<file path="src/rtl/wishbone_2mst_arbiter.sv">
// wishbone_2mst_arbiter: round-robin two-master Wishbone arbiter with slave-stall timeout
// Ports: wb_clk_i/wb_rst_i clock and async active-high reset; m0_*/m1_* master buses;
//        s_* shared slave bus; to_irq one-cycle timeout pulse; grant_o one-hot owner.
module wishbone_2mst_arbiter #(
    parameter int TO_CYCLES = 255
) (
    input  logic        wb_clk_i,
    input  logic        wb_rst_i,
    input  logic        m0_cyc_i,
    input  logic        m0_stb_i,
    input  logic        m0_we_i,
    input  logic [3:0]  m0_sel_i,
    input  logic [31:0] m0_adr_i,
    input  logic [31:0] m0_dat_i,
    output logic [31:0] m0_dat_o,
    output logic        m0_ack_o,
    input  logic        m1_cyc_i,
    input  logic        m1_stb_i,
    input  logic        m1_we_i,
    input  logic [3:0]  m1_sel_i,
    input  logic [31:0] m1_adr_i,
    input  logic [31:0] m1_dat_i,
    output logic [31:0] m1_dat_o,
    output logic        m1_ack_o,
    output logic        s_cyc_o,
    output logic        s_stb_o,
    output logic        s_we_o,
    output logic [3:0]  s_sel_o,
    output logic [31:0] s_adr_o,
    output logic [31:0] s_dat_o,
    input  logic [31:0] s_dat_i,
    input  logic        s_ack_i,
    output logic        to_irq,
    output logic [1:0]  grant_o
);
    typedef enum logic [1:0] {IDLE, GNT0, GNT1} state_t;
    localparam logic [31:0] TO_DATA = 32'hBADC0DE0;
    state_t state_q, state_d;
    logic last_q, last_d;
    logic [15:0] cnt_q, cnt_d;
    logic g0, g1, req0, req1, own_cyc, own_stb, timeout;
    assign g0 = state_q == GNT0;
    assign g1 = state_q == GNT1;
    assign req0 = m0_cyc_i & m0_stb_i;
    assign req1 = m1_cyc_i & m1_stb_i;
    assign own_cyc = g1 ? m1_cyc_i : g0 & m0_cyc_i;
    assign own_stb = g1 ? m1_stb_i : g0 & m0_stb_i;
    // a real ack in the same cycle as the limit suppresses the timeout
    assign timeout = own_cyc & own_stb & ~s_ack_i & (cnt_q == 16'(TO_CYCLES));
    always_comb begin
        state_d = state_q;
        last_d = last_q;
        cnt_d = 16'd0;
        if (state_q == IDLE) begin
            // last_q = 1 means master 1 was granted last, so master 0 wins a tie
            if (req0 & (~req1 | last_q))
                state_d = GNT0;
            else if (req1)
                state_d = GNT1;
        end else if (!own_cyc) begin
            state_d = IDLE;
            last_d = g1;
        end else if (own_stb & ~s_ack_i & ~timeout) begin
            cnt_d = cnt_q + 16'd1;
        end
    end
    always_ff @(posedge wb_clk_i or posedge wb_rst_i) begin
        if (wb_rst_i) begin
            state_q <= IDLE;
            last_q <= 1'b1;
            cnt_q <= 16'd0;
        end else begin
            state_q <= state_d;
            last_q <= last_d;
            cnt_q <= cnt_d;
        end
    end
    assign s_cyc_o = own_cyc & ~timeout;
    assign s_stb_o = own_stb & ~timeout;
    assign s_we_o = g1 ? m1_we_i : g0 & m0_we_i;
    assign s_sel_o = g1 ? m1_sel_i : g0 ? m0_sel_i : 4'd0;
    assign s_adr_o = g1 ? m1_adr_i : g0 ? m0_adr_i : 32'd0;
    assign s_dat_o = g1 ? m1_dat_i : g0 ? m0_dat_i : 32'd0;
    assign m0_ack_o = g0 & (s_ack_i | timeout);
    assign m1_ack_o = g1 & (s_ack_i | timeout);
    assign m0_dat_o = !g0 ? 32'd0 : timeout ? TO_DATA : s_dat_i;
    assign m1_dat_o = !g1 ? 32'd0 : timeout ? TO_DATA : s_dat_i;
    assign to_irq = timeout;
    assign grant_o = {g1, g0};
endmodule

</file>
<file path="config.mk">
export PLATFORM = sky130hd
export DESIGN_NAME = wishbone_2mst_arbiter
export DESIGN_NICKNAME = d
export VERILOG_FILES = /design/src/rtl/wishbone_2mst_arbiter.sv
export SDC_FILE = /design/constraint.sdc
export NUM_CORES = 1
export LEC_CHECK = 0
export CAP_MARGIN = 15
export CORE_AREA = 2 2 125 127
export CTS_BUF_LIST = sky130_fd_sc_hd__clkbuf_4 sky130_fd_sc_hd__clkbuf_8
export CTS_CLUSTER_SIZE = 30
export DETAILED_ROUTE_END_ITERATION = 8
export DIE_AREA = 0 0 127 129
export SETUP_SLACK_MARGIN = 0.3
export SLEW_MARGIN = 0
export SYNTH_ARGS = -nofsm -noshare
export SYNTH_HDL_FRONTEND = slang
export SYNTH_SLANG_ARGS = --single-unit
</file>
<file path="constraint.sdc">
create_clock -name wb_clk_i -period 3.6 [get_ports wb_clk_i]
set_input_delay 0.72 -clock wb_clk_i [delete_from_list [all_inputs] [get_ports wb_clk_i]]
set_output_delay 0.72 -clock wb_clk_i [all_outputs]
set_load 0.02 [all_outputs]
</file>
==> key figures, run 1 <==
Run status
  • Outcome: complete, but fails checks
  • Failing checks: negative setup slack

GRT
  • Vias in the first global route: 3,574
  • Gr usage total: 17.8%
  • Pin count of the biggest net entering global routing: 87
  • GRT Residual Overflow: 0
  • Initial antenna violation count: 1
  • First-pass GRT wire length: 22.0 mm

Setup path
  • CP bufs+invs: 3
  • Crit-path cells: or4_4, or4_4, or4_4, buf_12, buf_16, a21oi_2, buf_4
  • CP Data Arrival Time: 2.89 ns
  • CP dominant cell by count: or4_4
  • Startpoint types: flip-flop
  • CP max-delay cell: or4_4
  • Dominant delay contributor by cell family on the critical path: simple AND/OR/NAND/NOR gates
  • Setup crit end kind: output pin
  • CP max FO: 5
  • Critical path class: flip-flop to output pin
  • WP data required: 2.88 ns
  • Slowest stage delay, CP: 0.57 ns

Power and ir drop
  • Max VDD drop: 0.130 mV
  • PwrDens: 242 nW/um^2
  • Overall power: 1500 uW
  • Seq pwr share: 15.4%
  • Net switching power: 619 uW
  • Switching part of the total: 41.3%
  • Gate power share: 74.8%
  • Leak: 0.00253 uW
  • Internal power: 880 uW
  • Clock network power share: 9.8%

Detailed routing
  • DRT antenna net count: 0
  • 1st-pass router iterations: 4
  • DRC Markers: 0
  • Avg WL per Cell: 20.5 um
  • Vias: 3,613
  • Iteration-0 DRC Markers: 145
  • Wirelength, routed: 16.3 mm
  • Vias per inst: 4.53

Floorplanning
  • Die Height: 129 um
  • Die W: 127 um
  • I/O pins: 317
  • Initial Utilization: 15.3%
  • Area of the core: 15,000 um^2
  • Row cnt: 45
  • Die area: 16,400 um^2

Worst hold path
  • HP Class: flip-flop to flip-flop

Timing
  • Final worst slack: -0.00627 ns
  • Min cycle time layout: 3.61 ns
  • Worst hold margin: 0.503 ns
  • Hold Fails Final Rpt: 0
  • Final Slew Violations: 0
  • Final Skew: 0.00341 ns
  • Fmax: 277 MHz
  • RSZ-0062 raised after global routing: true
  • Least-Margin Pin Slew: 0.694 ns
  • Tcrit/Tclk final: 100%
  • Relative slew slack: 53.7%
  • Final setup violation count: 1

Synth
  • Yosys reg bits: 19
  • Yosys top cell area share: 26.4%
  • Synth Area per Inst: 7.81 um^2
  • Area contributors post-synth: a22o_1, dfrtp_1, a21oi_2
  • Register area share after synthesis: 20.8%
  • Post-Synth Simple-Gate Area: 20.9%
  • Mapped Cells: 293
  • Synth Area in Adders: 0.546%
  • Yosys warns: 0
  • Synth Cell Area: 2290 um^2
  • Post-synthesis mux area share: 0.492%
  • Yosys top cell by area: a22o_1
  • Yosys cell types: 29
  • Post-synthesis xor/xnor area fraction: 5.36%
  • Syn_nets: 471
  • Main combinational cell family by area after synthesis: compound AO/OA/AOI/OAI gates
  • Synth Area in Compound Gates: 40.6%

Place
  • Placed Cells incl. Taps: 786
  • Gp weighted congestion: 0.857
  • Input/output buffers: 316
  • HPWL Detailed: 12.8 mm

Clock tree
  • Clk buf depth: 2
  • Post-CTS Hold Fix Bufs: 0
  • # clock sinks: 19
  • Clk_lat worst skew: 0.26 ns
  • Clock Pin Slew Worst Setup and Hold Paths: 0.07 ns
  • CTS root buf: clkbuf_8
  • TritonCTS clock tree: yes
  • CTS Buf Count: 3
  • H-tree depth: 1

Layout
  • Finished Layout Cells: 798
  • Ant diodes: 0
  • Layout area overhead: 171%
  • Fillcell total: 1,501
  • Nets@finish: 789
  • Share of cells above drive strength 1: 28.4%
  • Utilization after layout: 41.4%

Flow run
  • Max Cap Viol: 0
flip-flops by register name (all words and copies together), names as in the netlist:
name	flops
last_q	1
state_q	2
cnt_q	16
final timing paths:
path                       slack (ns)              startpoint                   to  cells after the start
max                            -0.006      cnt_q[8]$_DFF_PP0_         m1_dat_o[28]                      7
min                              0.50      last_q$_DFFE_PP1P_   last_q$_DFFE_PP1P_                      2
max reg2reg                      1.51  state_q[0]$_DFFE_PP0P_   cnt_q[6]$_DFF_PP0_                      5
min reg2reg                      0.50      last_q$_DFFE_PP1P_   last_q$_DFFE_PP1P_                      2
max in group asynchronous        2.29                wb_rst_i   cnt_q[6]$_DFF_PP0_                      2
min in group asynchronous        0.87                wb_rst_i  cnt_q[10]$_DFF_PP0_                      2
power by group through the flow:
stage	combinational [uW]	clock (uW)	sequential, uW
3_3_place_gp	1080	0	235
4_1_cts	1100	154	231
6_report	1120	146	231
2_1_floorplan	466	0	234
5_1_grt	1180	164	232
3_5_place_dp	1080	0	235
repair_timing:
action / CTS / global route
gates cloned: 4 / 0
endpoints found under the setup margin: 69 / 69
pin swaps: 16 / 10
resized for setup: 397 / 37
setup buffers: 4 / 0
layer usage:
| metal | up-vias | part of all wire [%] | wire length [um] | GRT usage, % |
|---|---|---|---|---|
| li1 | 1713 | - | - | - |
| met1 | 1703 | 37 | 6030 | 19.9 |
| met2 | 185 | 48 | 7830 | 29.7 |
| met3 | 12 | 14 | 2290 | 10.6 |
| met4 | 0 | 1.2 | 190 | 3.23 |
| met5 | - | 0 | 0 | 0 |
layout make-up:
type | count | area, um^2 | share of cell area (%)
Timing Repair Buffer | 346 | 3570 | 57.6
Multi-Input combinational cell | 215 | 1770 | 28.6
Sequential cell | 19 | 477 | 7.68
Tap cell | 188 | 235 | 3.79
Inverter | 26 | 97.6 | 1.57
Clock buffer | 3 | 41.3 | 0.665
Clock inverter | 1 | 5.00 | 0.0807
worst register-to-register path, delay by kind of cell, from the launching register on:
family	cells	cell delay, ns
simple gates	3	1.15
flops	1	0.44
mux	1	0.29
buf+inv	1	0.15
Yosys cell counts:
cell type	instances
dfstp_2	1
clkinv_1	1
a22o_1	69
nand4_1	4
xnor2_1	11
nor2_1	23
or4_4	1
o21ai_0	3
a21oi_1	5
clkbuf_1	24
o211ai_1	1
o21a_1	1
buf_1	3
a22oi_1	1
nor3_1	5
dfrtp_1	18
and3_1	32
nand2_1	7
nand2b_1	3
ha_1	1
nand3_1	6
nor4_1	4
buf_6	4
inv_1	25
a21oi_2	30
xor2_1	3
mux2_2	1
or4_1	4
buf_4	2
stage by stage:
stage | area, um^2 | setup slack, ns | TNS, ns
floorplan | 2290 | 0.359 | 0
global placement | 5720 | -0.232 | -13.23
detailed placement | 5720 | -0.237 | -14.01
CTS | 6020 | -0.00789 | -0.00789
global route | 6200 | -0.0593 | -1.12
finish | 6200 | -0.00627 | -0.00627
cell usage in the layout, fill, tap and decap left out, types with 4 or more instances in the layout:
cell type | synthesis | routed
buf_12 | 0 | 6
buf_6 | 4 | 50
dfrtp_1 | 18 | 18
clkdlybuf4s50_1 | 0 | 243
buf_16 | 0 | 5
nand3_1 | 6 | 6
nor4_1 | 4 | 4
xnor2_1 | 11 | 11
nor3_1 | 5 | 5
a21oi_2 | 30 | 24
inv_1 | 25 | 24
nand4_1 | 4 | 4
buf_4 | 2 | 39
a21oi_4 | 0 | 8
a22o_1 | 69 | 69
and3_4 | 0 | 29
nand2_1 | 7 | 7
nor2_1 | 23 | 23
cells by family after synthesis:
group,after synthesis
AND/OR/NAND/NOR,89
adder cells (fa/ha/maj),1
buffers and inverters,59
multiplexers,1
AO/OA/AOI/OAI,110
XOR/XNOR,14
flip-flops,19
Power figures use the tool's default switching activity.
==> run 2: changes to the inputs <==
--- a/config.mk
+++ b/config.mk
@@ -11,6 +11,7 @@
 export CTS_CLUSTER_SIZE = 30
 export DETAILED_ROUTE_END_ITERATION = 8
 export DIE_AREA = 0 0 127 129
+export GPL_ROUTABILITY_DRIVEN = 0
 export SETUP_SLACK_MARGIN = 0.3
 export SLEW_MARGIN = 0
 export SYNTH_ARGS = -nofsm -noshare
==> results of run 2 <==
Final layout, timing and power as in run 1 (identical DEF).
